### src/rtl/nibble_serial_adder.sv
// Multi-cycle WIDTH-bit adder that streams operand nibbles, LSB first, through
// a single 4-bit carry-lookahead slice, chaining the slice carry between cycles.

module CLA_4bit (
    input  logic [3:0] in1,
    input  logic [3:0] in2,
    input  logic       c_in,
    output logic [3:0] sum,
    output logic [4:0] carry
);

    logic [3:0] p;
    logic [3:0] g;

    assign p = in1 ^ in2;
    assign g = in1 & in2;

    // Flattened lookahead equations; carry[k] is the carry into bit k.
    assign carry[0] = c_in;
    assign carry[1] = g[0] | (p[0] & c_in);
    assign carry[2] = g[1] | (p[1] & g[0]) | (p[1] & p[0] & c_in);
    assign carry[3] = g[2] | (p[2] & g[1]) | (p[2] & p[1] & g[0])
                    | (p[2] & p[1] & p[0] & c_in);
    assign carry[4] = g[3] | (p[3] & g[2]) | (p[3] & p[2] & g[1])
                    | (p[3] & p[2] & p[1] & g[0])
                    | (p[3] & p[2] & p[1] & p[0] & c_in);

    assign sum = p ^ carry[3:0];

endmodule

module nibble_serial_adder #(
    parameter int unsigned WIDTH = 16
) (
    input  logic             clk,
    input  logic             rst,
    input  logic             start,
    input  logic [WIDTH-1:0] a,
    input  logic [WIDTH-1:0] b,
    input  logic             c_in,
    output logic             busy,
    output logic             done,
    output logic [WIDTH-1:0] sum,
    output logic             c_out,
    output logic             overflow
);

    localparam int unsigned N     = WIDTH / 4;
    localparam int unsigned CNT_W = (N > 1) ? $clog2(N) : 1;

    typedef enum logic [1:0] {
        S_IDLE = 2'd0,
        S_RUN  = 2'd1,
        S_DONE = 2'd2
    } state_t;

    state_t             state_q, state_d;
    logic [WIDTH-1:0]   a_sh_q, a_sh_d;
    logic [WIDTH-1:0]   b_sh_q, b_sh_d;
    logic [WIDTH-1:0]   res_q, res_d;
    logic [CNT_W-1:0]   cnt_q, cnt_d;
    logic               cy_q, cy_d;
    logic               c_out_q, c_out_d;
    logic               ovf_q, ovf_d;
    logic               busy_q, busy_d;
    logic               done_q, done_d;

    logic [3:0]         cla_sum;
    logic [4:0]         cla_carry;
    logic               cla_c4;
    logic               cla_c3;
    logic [2:0]         cla_carry_unused;

    CLA_4bit u_cla (
        .in1   (a_sh_q[3:0]),
        .in2   (b_sh_q[3:0]),
        .c_in  (cy_q),
        .sum   (cla_sum),
        .carry (cla_carry)
    );

    assign {cla_c4, cla_c3, cla_carry_unused} = cla_carry;

    // State register and datapath registers
    always_ff @(posedge clk or posedge rst) begin
        if (rst) begin
            state_q <= S_IDLE;
            a_sh_q  <= '0;
            b_sh_q  <= '0;
            res_q   <= '0;
            cnt_q   <= '0;
            cy_q    <= 1'b0;
            c_out_q <= 1'b0;
            ovf_q   <= 1'b0;
            busy_q  <= 1'b0;
            done_q  <= 1'b0;
        end else begin
            state_q <= state_d;
            a_sh_q  <= a_sh_d;
            b_sh_q  <= b_sh_d;
            res_q   <= res_d;
            cnt_q   <= cnt_d;
            cy_q    <= cy_d;
            c_out_q <= c_out_d;
            ovf_q   <= ovf_d;
            busy_q  <= busy_d;
            done_q  <= done_d;
        end
    end

    // Next-state and datapath control; DONE accepts a new start like IDLE
    always_comb begin
        state_d = state_q;
        a_sh_d  = a_sh_q;
        b_sh_d  = b_sh_q;
        res_d   = res_q;
        cnt_d   = cnt_q;
        cy_d    = cy_q;
        c_out_d = c_out_q;
        ovf_d   = ovf_q;

        case (state_q)
            S_IDLE, S_DONE: begin
                state_d = S_IDLE;
                if (start) begin
                    a_sh_d  = a;
                    b_sh_d  = b;
                    cy_d    = c_in;
                    cnt_d   = '0;
                    state_d = S_RUN;
                end
            end
            S_RUN: begin
                a_sh_d = a_sh_q >> 4;
                b_sh_d = b_sh_q >> 4;
                res_d  = (res_q >> 4) | (WIDTH'(cla_sum) << (WIDTH - 4));
                cy_d   = cla_c4;
                cnt_d  = cnt_q + CNT_W'(1);
                if (cnt_q == CNT_W'(N - 1)) begin
                    c_out_d = cla_c4;
                    ovf_d   = cla_c4 ^ cla_c3;
                    state_d = S_DONE;
                end
            end
            default: state_d = S_IDLE;
        endcase

        busy_d = (state_d == S_RUN);
        done_d = (state_d == S_DONE);
    end

    assign busy     = busy_q;
    assign done     = done_q;
    assign sum      = res_q;
    assign c_out    = c_out_q;
    assign overflow = ovf_q;

endmodule

### config.mk
export PLATFORM = sky130hd
export DESIGN_NAME = nibble_serial_adder
export DESIGN_NICKNAME = d
export VERILOG_FILES = /design/src/rtl/nibble_serial_adder.sv
export SDC_FILE = /design/constraint.sdc
export NUM_CORES = 1
export LEC_CHECK = 0
export BUFFER_PORTS_ARGS = -buffer_cell sky130_fd_sc_hd__buf_2
export CAP_MARGIN = 30
export CORE_UTILIZATION = 53
export CTS_BUF_LIST = sky130_fd_sc_hd__clkbuf_16
export CTS_CLUSTER_DIAMETER = 60
export DETAILED_ROUTE_END_ITERATION = 7
export PLACE_DENSITY = 0.86
export SLEW_MARGIN = 15
export SYNTH_ARGS = -nofsm -noshare
export SYNTH_HDL_FRONTEND = slang
export SYNTH_SLANG_ARGS = --single-unit
export TNS_END_PERCENT = 5
### constraint.sdc
create_clock -name clk -period 2.13 [get_ports clk]
set_input_delay 0.426 -clock clk [delete_from_list [all_inputs] [get_ports clk]]
set_output_delay 0.426 -clock clk [all_outputs]
set_load 0.05 [all_outputs]
==> summary.md, run 1 <==
| Metric | Value |
|---|---|
| Synth top area share | `57.4%` |
| Reg-to-Reg End | `cy_q$_DFFE_PP0P_` |
| Post-synth top flop | `dfrtp_1` |
| Routed WL per cell | `14.0 µm` |
| Wire length on met3 | `345 µm` |
| Syn nets | `306` |
| First-pass GRT wire length | `9060 µm` |
| CP startpoint kind | `flip-flop` |
| Nets | `360` |
| Routed vias | `2016` |
| Fill cells | `341` |
| Worst reg2reg path depth | `4` |
| Top post-synthesis cells by count | `nand2_1 (88), dfrtp_1 (57), nor2_1 (27)` |
| I/O Buffers | `55` |
| Setup violators final | `0` |
| Detailed Route WL | `5210 µm` |
| Sink Count | `57` |
| Worst vdd ir | `769 µV` |
| H-tree depth | `3` |
| Fin crit share | `70.9%` |
| Cts hold-fix bufs | `0` |
| Final HPWL DP | `3460 µm` |
| Register area | `1430 µm²` |
| F_max | `0.662 GHz` |
| Post-layout min period | `1510 ps` |
| Syn Area/Cell | `9.41 µm²` |
| Crit path required time | `2390 ps` |
| FF-to-FF Start | `state_q[0]$_DFF_PP0_` |
| Met1 wire length | `2240 µm` |
| CTS buffer count | `9` |
| Clock transition at path regs | `50 ps` |
| Hold slack | `143 ps` |
| Remaining DRCs | `0` |
| Antenna violations before repair | `0` |
| Overall Global Routing Usage | `23.8%` |
| Diode count | `0` |
| Critical Path Fanout Max | `11` |
| RSZ-0062 raised after global routing | `no` |
| Max-cap violations | `0` |
| Worst hold path type | `in2async` |
| Power Total | `5.85 mW` |
| Util after Layout | `68.9%` |
| Top-count cell post-synth | `nand2_1` |
| Leak | `1.56 nW` |
| DP Area | `2800 µm²` |
| Worst-margin pin slew | `531 ps` |
| Die height | `70.5 µm` |
| Slew margin rel. | `64.5%` |
| Skew final | `3.65 ps` |
| Pwr dens | `1920 nW/µm²` |
| Seq/Total Area, Yosys | `57.4%` |
| TNS Setup | `0 ps` |
| Layout cell share with drive strength beyond 1 | `23.7%` |
| Die X | `70.5 µm` |
| Setup crit start | `state_q[0]$_DFF_PP0_` |
| Io pins | `56` |
| Pre-antenna DRT Iters | `4` |
| WL met2 | `2510 µm` |
| CTS tree | `done` |
| Async SR Flop Fraction | `100%` |
| Cell Area, Synth | `2480 µm²` |
| R2R Setup Slk | `620 ps` |
| Largest net degree at the start of global routing | `58` |
| Ranking of synthesized cells by area | `dfrtp_1 (57%), nand2_1 (13%), a31oi_1 (5.5%), nor2_1 (4.1%), a22o_1 (3.2%)` |
| Initial Util | `56.3%` |
| Routed Antenna Nets | `0` |
| Post-synthesis cell type count | `28` |
| Post-route design area | `3040 µm²` |
| WP data arrival | `1770 ps` |
| Gpl congestion | `0.751` |
| Core Box Area | `4410 µm²` |
| Yosys reg bits | `57` |
| Die area | `4960 µm²` |
| Clock Latency Late Sink | `320 ps` |
| Post-synth EDFFs | `0` |
| Vias per cell | `5.40` |
| Clk buf depth | `2` |
| Num rows | `24` |
| Crit. End Element | `flip-flop` |
| Largest area contributor in the netlist | `dfrtp_1` |
| Root Buffer | `clkbuf_16` |
| Total gr overflow | `0` |
| Post-CTS sizing | `0` |
| Fin. max-slew vios | `0` |
| Final hold violations | `0` |
| Status | `completed` |
| Top layer in use | `met4` |
| Iteration-0 DRC count of the detailed router | `123` |
| Area delta synth->final | `22.4%` |
| Synth warn | `0` |
| Postcts setup bufs | `0` |
| Critical path class | `reg2reg` |
| Vias in the first global route | `1988` |
| Syn Inst Count | `264` |
| Multi-input gate area | `945 µm²` |
[placed cells by master, fill, tap and decap left out, types with 2 or more instances in the layout]
master,instances
a21oi_1,5
a22o_1,9
a31oi_1,22
and2_1,2
buf_12,2
buf_2,55
buf_4,4
clkbuf_16,9
clkinv_1,2
dfrtp_1,57
ha_1,5
inv_1,6
nand2_1,88
nand3_1,2
nor2_1,27
o21ai_0,5
o21ai_1,6
[per-stage QoR]
step	std cells	setup WS, ps
after floorplan	264	304
after global placement	359	661
after detailed placement	359	627
after CTS	373	624
after global routing	373	487
final	373	620
[worst max path at each step]
stage                             to  slack, ps  cells after the start
2_1_floorplan  a_sh_q[0]$_DFFE_PP0P_        300                      1
3_5_place_dp   b_sh_q[5]$_DFFE_PP0P_        630                      5
5_1_grt          sum[15]$_DFFE_PP0P_        490                      5
6_report            cy_q$_DFFE_PP0P_        620                      4
4_1_cts          sum[15]$_DFFE_PP0P_        620                      5
3_3_place_gp   b_sh_q[2]$_DFFE_PP0P_        660                      5
[registers in the layout, summed over array words and instances, names as in the netlist]
| name | cells |
|---|---|
| c_out | 1 |
| a_sh_q | 16 |
| b_sh_q | 16 |
| sum | 16 |
| state_q | 2 |
| overflow | 1 |
| done | 1 |
| cnt_q | 2 |
| busy | 1 |
| cy_q | 1 |
[worst max-delay path, stage by stage (launching register included)]
cell and delay [ps]:
dfrtp_1 420, and2b_1 310, nor2_2 490, nand2_1 120
nand3_1 100
[layout make-up]
cell class	instances	area share, %
Clock inverter	5	0.617
Multi-Input combinational cell	185	31.1
Tap cell	52	2.14
Inverter	4	0.494
Clock buffer	9	7.41
Timing Repair Buffer	61	11.4
Sequential cell	57	46.9
[cells by family after synthesis]
| group | synth area share, % |
|---|---|
| AND/OR/NAND/NOR | 19.6 |
| flip-flops | 57.4 |
| AO/OA/AOI/OAI | 13.8 |
| buffers and inverters | 4.74 |
| adder cells (fa/ha/maj) | 3.32 |
| XOR/XNOR | 0.705 |
| multiplexers | 0.403 |
[where the power goes]
part           switching (mW)  internal, mW
clock network           0.429         0.746
logic                    1.84         0.904
registers               0.315          1.62
total                    2.58          3.27
[per-layer routing]
layer | vias to the layer above | GRT usage (%)
li1 | 986 | -
met1 | 943 | 30.5
met2 | 72 | 37.6
met3 | 15 | 5.48
met4 | 0 | 12.2
met5 | - | 0
Note: power is estimated with default switching activity, not from simulation.
==> run 2, diff against run 1 <==
--- a/config.mk
+++ b/config.mk
@@ -7,11 +7,11 @@
 export LEC_CHECK = 0
 export BUFFER_PORTS_ARGS = -buffer_cell sky130_fd_sc_hd__buf_2
 export CAP_MARGIN = 30
-export CORE_UTILIZATION = 53
+export CORE_UTILIZATION = 48
 export CTS_BUF_LIST = sky130_fd_sc_hd__clkbuf_16
 export CTS_CLUSTER_DIAMETER = 60
 export DETAILED_ROUTE_END_ITERATION = 7
-export PLACE_DENSITY = 0.86
+export PLACE_DENSITY = 0.83
 export SLEW_MARGIN = 15
 export SYNTH_ARGS = -nofsm -noshare
 export SYNTH_HDL_FRONTEND = slang
==> constraint.sdc (replaced) <==
create_clock -name clk -period 1.3 [get_ports clk]
set_input_delay 0.26 -clock clk [delete_from_list [all_inputs] [get_ports clk]]
set_output_delay 0.26 -clock clk [all_outputs]
set_load 0.05 [all_outputs]
==> summary.md, run 2 (synthesis results as in run 1) <==
| Metric | Value |
|---|---|
| Hold slack | `21.5 ps` |
| Diode count | `0` |
| Nets | `368` |
| Die area | `5470 µm²` |
| Die X | `73.9 µm` |
| Skew final | `5.21 ps` |
| Core Box Area | `4850 µm²` |
| TNS Setup | `-453 ps` |
| Vias in the first global route | `1963` |
| RSZ-0062 raised after global routing | `yes` |
| Pwr dens | `3200 nW/µm²` |
| Pre-antenna DRT Iters | `4` |
| Io pins | `56` |
| Overall Global Routing Usage | `22.8%` |
| Root Buffer | `clkbuf_16` |
| Final HPWL DP | `3400 µm` |
| Num rows | `25` |
| First-pass GRT wire length | `8960 µm` |
| R2R Setup Slk | `-140 ps` |
| Remaining DRCs | `0` |
| Worst vdd ir | `1270 µV` |
| Routed vias | `2043` |
| I/O Buffers | `55` |
| Layout cell share with drive strength beyond 1 | `28.5%` |
| Post-layout min period | `1440 ps` |
| Post-route design area | `3230 µm²` |
| Worst-margin pin slew | `295 ps` |
| WP data arrival | `1640 ps` |
| Fill cells | `386` |
| Total gr overflow | `0` |
| Routed Antenna Nets | `0` |
| Failing checks | `negative setup slack` |
| Crit path required time | `1500 ps` |
| Worst setup margin | `-141 ps` |
| Routed WL per cell | `13.5 µm` |
| Antenna violations before repair | `0` |
| Commonest non-fill, non-tap cells in the layout | `nand2_1 (88), dfrtp_1 (57), buf_2 (55), nor2_1 (27), a31oi_1 (22)` |
| Die height | `73.9 µm` |
| CTS buffer count | `9` |
| Max-cap violations | `0` |
| Cts hold-fix bufs | `0` |
| F_max | `0.694 GHz` |
| Final hold violations | `0` |
| H-tree depth | `3` |
| Leak | `1.62 nW` |
| CTS tree | `done` |
| Setup violators final | `5` |
| Iteration-0 DRC count of the detailed router | `70` |
| Clk buf depth | `2` |
| Setup WS pre-CTS | `-196 ps` |
| DP Area | `2890 µm²` |
| Vias per cell | `5.15` |
| Sink Count | `57` |
| Util after Layout | `66.7%` |
| Worst hold path type | `in2async` |
| Status | `finished, violations left` |
| Critical Path Fanout Max | `4` |
| Crit. End Element | `flip-flop` |
| Initial Util | `51.2%` |
| Fin. max-slew vios | `0` |
| Clock Latency Late Sink | `320 ps` |
| Area delta synth->final | `30.1%` |
| Clock transition at path regs | `50 ps` |
| Gpl congestion | `0.752` |
| Slew margin rel. | `80.3%` |
| Most common cell after layout, fill and taps aside | `nand2_1` |
| Detailed Route WL | `5360 µm` |
| Critical path class | `reg2reg` |
| Largest net degree at the start of global routing | `58` |
| Fin crit share | `111%` |
| CP startpoint kind | `flip-flop` |
## run 2: cell types whose count changed in the layout (fill, tap and decap cells not counted), moves of 2 or more
cell      before  now
ha_1           5    2
o21ai_0        5    3
inv_1          6    4
clkinv_2       0    4
buf_12         2    5
ha_4           0    3
buf_6          0    2
buf_4          4    7
## run 2: final cells by class
cell class | count | area, µm² | area share, %
tap | 67 | 83.8 | 2.59
timing repair buffer | 69 | 450 | 13.9
clock inverter | 6 | 27.5 | 0.852
multi-input combinational | 185 | 1000 | 30.9
inverter | 4 | 18.8 | 0.581
clock buffer | 9 | 225 | 6.97
sequential | 57 | 1430 | 44.1
## run 2: worst paths after layout
check	start	to	depth (start not counted)
min reg2reg	sum[2]$_DFFE_PP0P_	sum[2]$_DFFE_PP0P_	2
min in group clk	b[15]	b_sh_q[15]$_DFFE_PP0P_	2
max in group asynchronous	rst	a_sh_q[5]$_DFFE_PP0P_	3
max reg2reg	b_sh_q[0]$_DFFE_PP0P_	overflow$_DFFE_PP0P_	5
min	rst	busy$_DFF_PP0_	3
max	b_sh_q[0]$_DFFE_PP0P_	overflow$_DFFE_PP0P_	5
## run 2: timing repair
item / CTS / global route
buffers inserted: 2 / 2
gates resized for setup: 3 / 8
endpoints found under the setup margin: 5 / 11
pin swaps: 7 / 3
## run 2: worst max-delay path, stage by stage (launching register included)
cell and delay, ps:
dfrtp_1 410, ha_4 290, a211oi_2 60, o21bai_2 250
mux2i_1 230, a21oi_1 80
## run 2: where the power goes
group / total (mW) / internal [mW] / leakage (nW) / switching [mW]
Clock: 1.98 / 1.24 / 0.133 / 0.739
Combinational: 5.15 / 1.97 / 0.786 / 3.18
Sequential: 3.21 / 2.65 / 0.697 / 0.557
Total: 10.3 / 5.87 / 1.62 / 4.47
## run 2: stage by stage
stage                     cells  power, mW
after floorplan             264       6.66
final                       397       10.3
after global routing        397       11.1
after CTS                   395       10.1
after detailed placement    378       7.91
after global placement      378       7.72
## run 2: per-layer routing
layer / up-vias / global-route usage (%) / share of wire [%]
li1: 1004 / - / -
met1: 960 / 27.8 / 43
met2: 71 / 36.2 / 50
met3: 8 / 8.54 / 4.8
met4: 0 / 10.3 / 2.2
met5: - / 0 / 0
